--- config.mk ---
export PLATFORM = sky130hd
export DESIGN_NAME = thunderbird_seq_ctrl
export DESIGN_NICKNAME = d
export VERILOG_FILES = /design/src/rtl/thunderbird_seq_ctrl.sv
export SDC_FILE = /design/constraint.sdc
export NUM_CORES = 1
export LEC_CHECK = 0
export ABC_AREA = 1
export ABC_CLOCK_PERIOD_IN_PS = 2000
export CELL_PAD_IN_SITES_DETAIL_PLACEMENT = 2
export CELL_PAD_IN_SITES_GLOBAL_PLACEMENT = 2
export CORE_MARGIN = 3
export CORE_UTILIZATION = 25
export DETAILED_ROUTE_END_ITERATION = 10
export PLACE_DENSITY = 0.74
export SYNTH_ARGS = -nofsm -noshare
export SYNTH_HDL_FRONTEND = slang
export SYNTH_SLANG_ARGS = --single-unit
export TNS_END_PERCENT = 50
--- constraint.sdc ---
create_clock -name Clk -period 2 [get_ports Clk]
set_input_delay 0.4 -clock Clk [delete_from_list [all_inputs] [get_ports Clk]]
set_output_delay 0.4 -clock Clk [all_outputs]
set_load 0.05 [all_outputs]
--- src/rtl/thunderbird_seq_ctrl.sv ---
// Thunderbird tail-light sequencer: arbitrates turn/hazard/brake requests and
// steps the six-lamp pattern on a prescaled tick.
module thunderbird_seq_ctrl #(
    parameter int TICK_DIV = 4
) (
    input  logic Clk,
    input  logic Rs,
    input  logic L,
    input  logic R,
    input  logic Haz,
    input  logic Brk,
    output logic LA,
    output logic LB,
    output logic LC,
    output logic RA,
    output logic RB,
    output logic RC,
    output logic Busy
);

    localparam int CW = (TICK_DIV > 1) ? $clog2(TICK_DIV) : 1;
    localparam logic [CW-1:0] TMAX = CW'(TICK_DIV - 1);

    typedef enum logic [2:0] {
        IDLE, L1, L2, L3, R1, R2, R3, HZ_ON
    } base_t;

    typedef enum logic [3:0] {
        S_IDLE, S_L1, S_L2, S_L3, S_R1, S_R2, S_R3, S_HZ_ON, S_HZ_OFF
    } state_t;

    state_t          state, state_n;
    logic [CW-1:0]   cnt;
    logic            tick;
    logic            lp, rp, lp_clr, rp_clr;
    logic [5:0]      lamp_q, lamp_n;   // {LA,LB,LC,RA,RB,RC}
    logic            busy_q;
    logic [2:0]      lpat, rpat;

    assign tick = (cnt == TMAX);

    always_comb begin
        state_n = state;
        lp_clr  = 1'b0;
        rp_clr  = 1'b0;
        if (tick) begin
            case (state)
                S_IDLE: begin
                    if (Haz || (lp && rp)) begin
                        state_n = S_HZ_ON;
                        lp_clr  = 1'b1;
                        rp_clr  = 1'b1;
                    end else if (lp) begin
                        state_n = S_L1;
                        lp_clr  = 1'b1;
                    end else if (rp) begin
                        state_n = S_R1;
                        rp_clr  = 1'b1;
                    end
                end
                S_L1:     state_n = S_L2;
                S_L2:     state_n = S_L3;
                S_L3:     state_n = S_IDLE;
                S_R1:     state_n = S_R2;
                S_R2:     state_n = S_R3;
                S_R3:     state_n = S_IDLE;
                S_HZ_ON:  state_n = S_HZ_OFF;
                S_HZ_OFF: begin
                    if (Haz) begin
                        state_n = S_HZ_ON;
                        lp_clr  = 1'b1;
                        rp_clr  = 1'b1;
                    end else begin
                        state_n = S_IDLE;
                    end
                end
                default:  state_n = S_IDLE;
            endcase
        end
    end

    // Lamps are decoded from the next state so they move on the same edge as State.
    always_comb begin
        lpat = 3'b000;
        rpat = 3'b000;
        case (state_n)
            S_L1:    lpat = 3'b100;
            S_L2:    lpat = 3'b110;
            S_L3:    lpat = 3'b111;
            S_R1:    rpat = 3'b100;
            S_R2:    rpat = 3'b110;
            S_R3:    rpat = 3'b111;
            S_HZ_ON: begin
                lpat = 3'b111;
                rpat = 3'b111;
            end
            default: ;
        endcase
        lamp_n = {lpat, rpat};
        if (Brk && state_n != S_HZ_ON && state_n != S_HZ_OFF) begin
            if (!(state_n inside {S_L1, S_L2, S_L3})) lamp_n[5:3] = 3'b111;
            if (!(state_n inside {S_R1, S_R2, S_R3})) lamp_n[2:0] = 3'b111;
        end
    end

    always_ff @(posedge Clk) begin
        if (!Rs) begin
            state  <= S_IDLE;
            cnt    <= '0;
            lp     <= 1'b0;
            rp     <= 1'b0;
            lamp_q <= '0;
            busy_q <= 1'b0;
        end else begin
            state  <= state_n;
            cnt    <= tick ? '0 : cnt + 1'b1;
            // A new request on the consuming cycle stays pending.
            lp     <= L | (lp & ~lp_clr);
            rp     <= R | (rp & ~rp_clr);
            lamp_q <= lamp_n;
            busy_q <= (state_n != S_IDLE);
        end
    end

    assign {LA, LB, LC, RA, RB, RC} = lamp_q;
    assign Busy = busy_q;

endmodule
== After elaboration in Yosys (flattened, before gate mapping) ==
Index checks and enable logic that the tools add are counted.

* Muxes and demuxes: 21
* Reductions and logical operators: 11
* $add $sub $neg: 1
* Bitwise logic cells: 7
* Eq/ne operators: 16

{| class="wikitable"
|+ Operator list
! kind !! number
|-
| $eq 4x3->1 const B || 7
|-
| $pmux 4 s7 || 1
|-
| $pmux 3 s3 || 2
|-
| $mux 4 || 4
|-
| $eq 4x2->1 const B || 3
|-
| $mux 3 || 3
|-
| $eq 4x1->1 const B || 2
|-
| $mux 1 || 8
|-
| $mux 6 || 1
|-
| $reduce_bool 3->1 || 2
|-
| $reduce_or 2->1 || 3
|-
| $eq 4x4->1 const B || 1
|-
| $logic_not 4->1 || 1
|-
| $ne 4x3->1 const B || 1
|-
| $ne 4x4->1 const B || 1
|-
| $pmux 1 s2 || 2
|-
| $reduce_bool 4->1 || 1
|-
| $logic_and 1x1->1 || 3
|-
| $not 1->1 || 3
|-
| $add 2x1->2 const B || 1
|-
| $and 1x1->1 || 2
|-
| $eq 2x2->1 const B || 1
|-
| $or 1x1->1 || 2
|-
| $logic_or 1x1->1 || 1
|}

* Word-level logic and storage cells: 62
* Bits in registers: 15
* Input port bits: 6
* Output and inout bits: 7

== Logic depth before layout (Yosys ltp) ==
* Word-level depth: 10
* Mapped depth: 14
* Gate-level depth less buffers: 14

== Least setup slack after synthesis ==
Ideal clock, no wire load.

* Path kind: register to register
* From: register cnt[0]
* To: register lamp_q[1]
* Setup slack: 0.510 ns
* Cell stages (with the launch flop): 11
* Arrival time: 1.372 ns
* Required time: 1.882 ns
* Library setup time: 0.118 ns
* Path buffers: 0
* Clock period less this slack: 1.490 ns
* Path through: dfxtp_1 -> ha_1 -> inv_1 -> o21ai_1 -> inv_1 -> nor2_1 -> nand2_2 -> nand2_2 -> nand2_2 -> nand2_2 -> nor2_1

* Cells in the longest elaborated chain, start to end: 7
* Elaborated cells on any way between the ends: 15
* Classes of those cells: eq/ne (7); mux (4); reduce/logical (4)

{| class="wikitable"
|+ Ends and longest elaborated chain
! what !! line !! text
|-
| start: declaration || 33 || <nowiki>logic [CW-1:0] cnt;</nowiki>
|-
| start signal: assignment || 116 || <nowiki>cnt <= tick ? '0 : cnt + 1'b1;</nowiki>
|-
| $eq 2x2->1 * || 40 || <nowiki>assign tick = (cnt == TMAX);</nowiki>
|-
| $mux 4 * || 46 || <nowiki>if (tick) begin</nowiki>
|-
| $eq 4x3->1 (on tied branches) || 86, 102 ||
|-
| $reduce_or 2->1 (no source line) || -- ||
|-
| $pmux 3 s3 || 86 || <nowiki>case (state_n)</nowiki>
|-
| $mux 3 || 102 || <nowiki>if (!(state_n inside {S_R1, S_R2, S_R3})) lamp_n[2:0] = 3'b111;</nowiki>
|-
| $mux 6 * || 100 || <nowiki>if (Brk && state_n != S_HZ_ON && state_n != S_HZ_OFF) begin</nowiki>
|-
| end signal: assignment || 120 || <nowiki>lamp_q <= lamp_n;</nowiki>
|-
| end: declaration || 36 || <nowiki>logic [5:0] lamp_q, lamp_n;</nowiki>
|}

Mark *: on every way between the ends. The rest lies on a longest branch, timed or not.
A chain may end at the register's enable or synchronous reset.

== Worst setup path in the final report ==
* From: register lamp_q[5]
* To: output port LA

{| class="wikitable"
|+ RTL lines
! what !! line !! text
|-
| end: declaration || 12 || <nowiki>output logic LA,</nowiki>
|}

No word-level cell between the ends.

==> flow_summary.toml <==
[cts]
cts_hold_buf = 0
cts_resized = 0
cts_sinks = 15
clockBufferDepth = 2
cts_setup_buffers = 0
clk_pin_slew_ns = 0.09
numCtsBuffers = 3
cts_htree_levels = 1
root_buffer = "clkbuf_4"
worst_skew_pair.late_latency_ns = 0.28
cts_tree = "built"

[floorplanning]
core-area_um2 = 2830
die_area_um2 = 3740
pin_count = 13
die_x_um = 61.1
start_util_pct = 26.8
rows = 19
die_h_um = 61.1

[critical_path]
path_buf_inv = 1
crit_chain = "clkdlybuf4s50_1"
path_max_fanout = 1
worstRegToRegCells = 11
critPathCaptureType = "primary output"
worst_setup_path_start_kind = "flop"
cp_num_cells = 1
critPathMaxStageDelay_ns = 0.81
crit_start = "lamp_q[5]"
required_ns = 1.60
arrival_ns = 1.42
rr_startpoint = "state[3]"
slowest_stage = "clkdlybuf4s50_1"
criticalPathCategory = "reg -> out"
critical-path-top-delay-family = "buffers and inverters"

[global_route]
grt-ovfl-total = 0
grt_max_degree = 10
antenna_found_initial = 0
grt_pass1_vias = 849
grt.total_usage_pct = 13.4
grt_pass1_wl_um = 3710

[worst_hold_path]
holdPathStages = 1
min_path_type = "reg -> reg"
min_from = "cnt[0]"

[layout]
num-nets-final = 137
seqCellArea_um2 = 300
area_growth_pct = 25.4
multi_input_area_um2 = 399
finish.instance_area_um2 = 952
fill_cells = 355
drive_gt1_share_pct = 16.3
antennaDiodeCount = 0
utilization_pct = 33.7

[yosys]
synth_warnings = 0
synth_cell_types = 20
syn_area_per_cell_um2 = 6.78
synth-seq-area-share_pct = 39.5
ys_seq_elements = 15
syn_area_um2 = 759
syn_nets = 119
syn_inst = 112

[timing]
final_max_slew_viol_count = 0
tightestPinTransition_ns = 0.512
rsz0062_at_grt = "false"
timing.final.ws_setup_ns = 0.184
finalSetupTns_ns = 0
fin_crit_sh_pct = 90.8
fmax_mhz = 551
setup_viol = 0
slew_headroom_pct = 65.7
hold_viol = 0
finalClockSkew_ns = 0.00219
fin_crit_ns = 1.82

[pwr]
vdd_drop_max_mv = 0.340
leakage_uw = 0.000453
finalPower_uw = 722
power-per-cell-area_nw_per_um2 = 759

[detailed_routing]
drtPass1Iterations = 2
drt_iter0_drc = 14
vias = 770
drc = 0
drt.antenna.violating_nets = 0
vias_per_cell = 4.81
routedWlPerCell_um = 13.3
finalWirelength_um = 2130

[placement]
dpl.hpwl_um = 1710
post-place-ws_ns = -0.0219
placed_area_um2 = 926
routabilityCongestion = 0.756
io_buffers = 12

[run]
cap_violations = 0

[outcome]
status = "completed"
==> power by group <==
part	total [uW]	internal (uW)	switching (uW)
Sequential	338	324	13.5
Clock	170	77.4	92.4
Combinational	215	73.6	141
Total	722	475	247
==> cell usage after synthesis <==
cell,number,share of area (%)
nand2_2,7,5.8
nor3_1,2,1.3
nand2_4,2,3.0
a21oi_1,6,4.0
ha_1,1,1.6
and3_1,1,0.82
dfxtp_1,15,40
nand3_1,10,6.6
nor2_1,16,7.9
inv_1,12,5.9
nor2_2,2,1.6
nand4_1,1,0.82
nand2_1,28,14
o21ai_1,1,0.66
o21ai_0,1,0.66
nand3_2,1,1.3
o21ai_2,1,1.2
clkinv_1,1,0.49
nor2_4,1,1.5
inv_2,3,1.5
==> sequential cells by signal, summed over array words and instances, names as in the netlist <==
name	cells
rp	1
lamp_q	6
lp	1
Busy	1
cnt	2
state	4
==> metal layers <==
| layer | wire (um) | track usage [%] | vias up |
|---|---|---|---|
| li1 | - | - | 381 |
| met1 | 985 | 15.9 | 378 |
| met2 | 1050 | 23.6 | 9 |
| met3 | 84 | 4.61 | 2 |
| met4 | 10 | 1.86 | 0 |
| met5 | 0 | 0 | - |
==> worst paths after layout <==
path	to	slack (ns)
setup / recovery	LA	0.18
hold reg to reg	cnt[0]	0.45
setup reg to reg	lamp_q[3]	0.32
hold / removal	cnt[0]	0.45
==> logic make-up after synthesis <==
family	after synthesis	synth area share (%)
buf+inv	16	7.91
compound gates	9	6.42
fa+ha+maj	1	1.65
simple gates	71	44.5
flops	15	39.5
==> final cells by class <==
| type | instances | area share, % |
|---|---|---|
| clock buffers | 4 | 2.76 |
| inverters | 16 | 6.31 |
| multi-input cells | 81 | 41.9 |
| flip-flops and latches | 15 | 31.5 |
| well taps | 31 | 4.07 |
| repair buffers | 13 | 13.4 |
==> metrics by stage <==
| step | hold slack (ns) | std cells |
|---|---|---|
| 6_report | 0.446 | 160 |
| 5_1_grt | 0.474 | 160 |
| 4_1_cts | 0.455 | 160 |
| 3_5_place_dp | 0.442 | 156 |
| 3_3_place_gp | 0.416 | 156 |
| 2_1_floorplan | 0.404 | 112 |
==> layout by cell type (no fill, tap or decap), drive strengths merged <==
cell / n
a21oi: 6
and3: 1
buf: 1
clkbuf: 4
clkdlybuf4s50: 12
clkinv: 1
dfxtp: 15
ha: 1
inv: 15
nand2: 37
nand3: 11
nand4: 1
nor2: 19
nor3: 2
o21ai: 3
(Power assumes the default switching activity.)
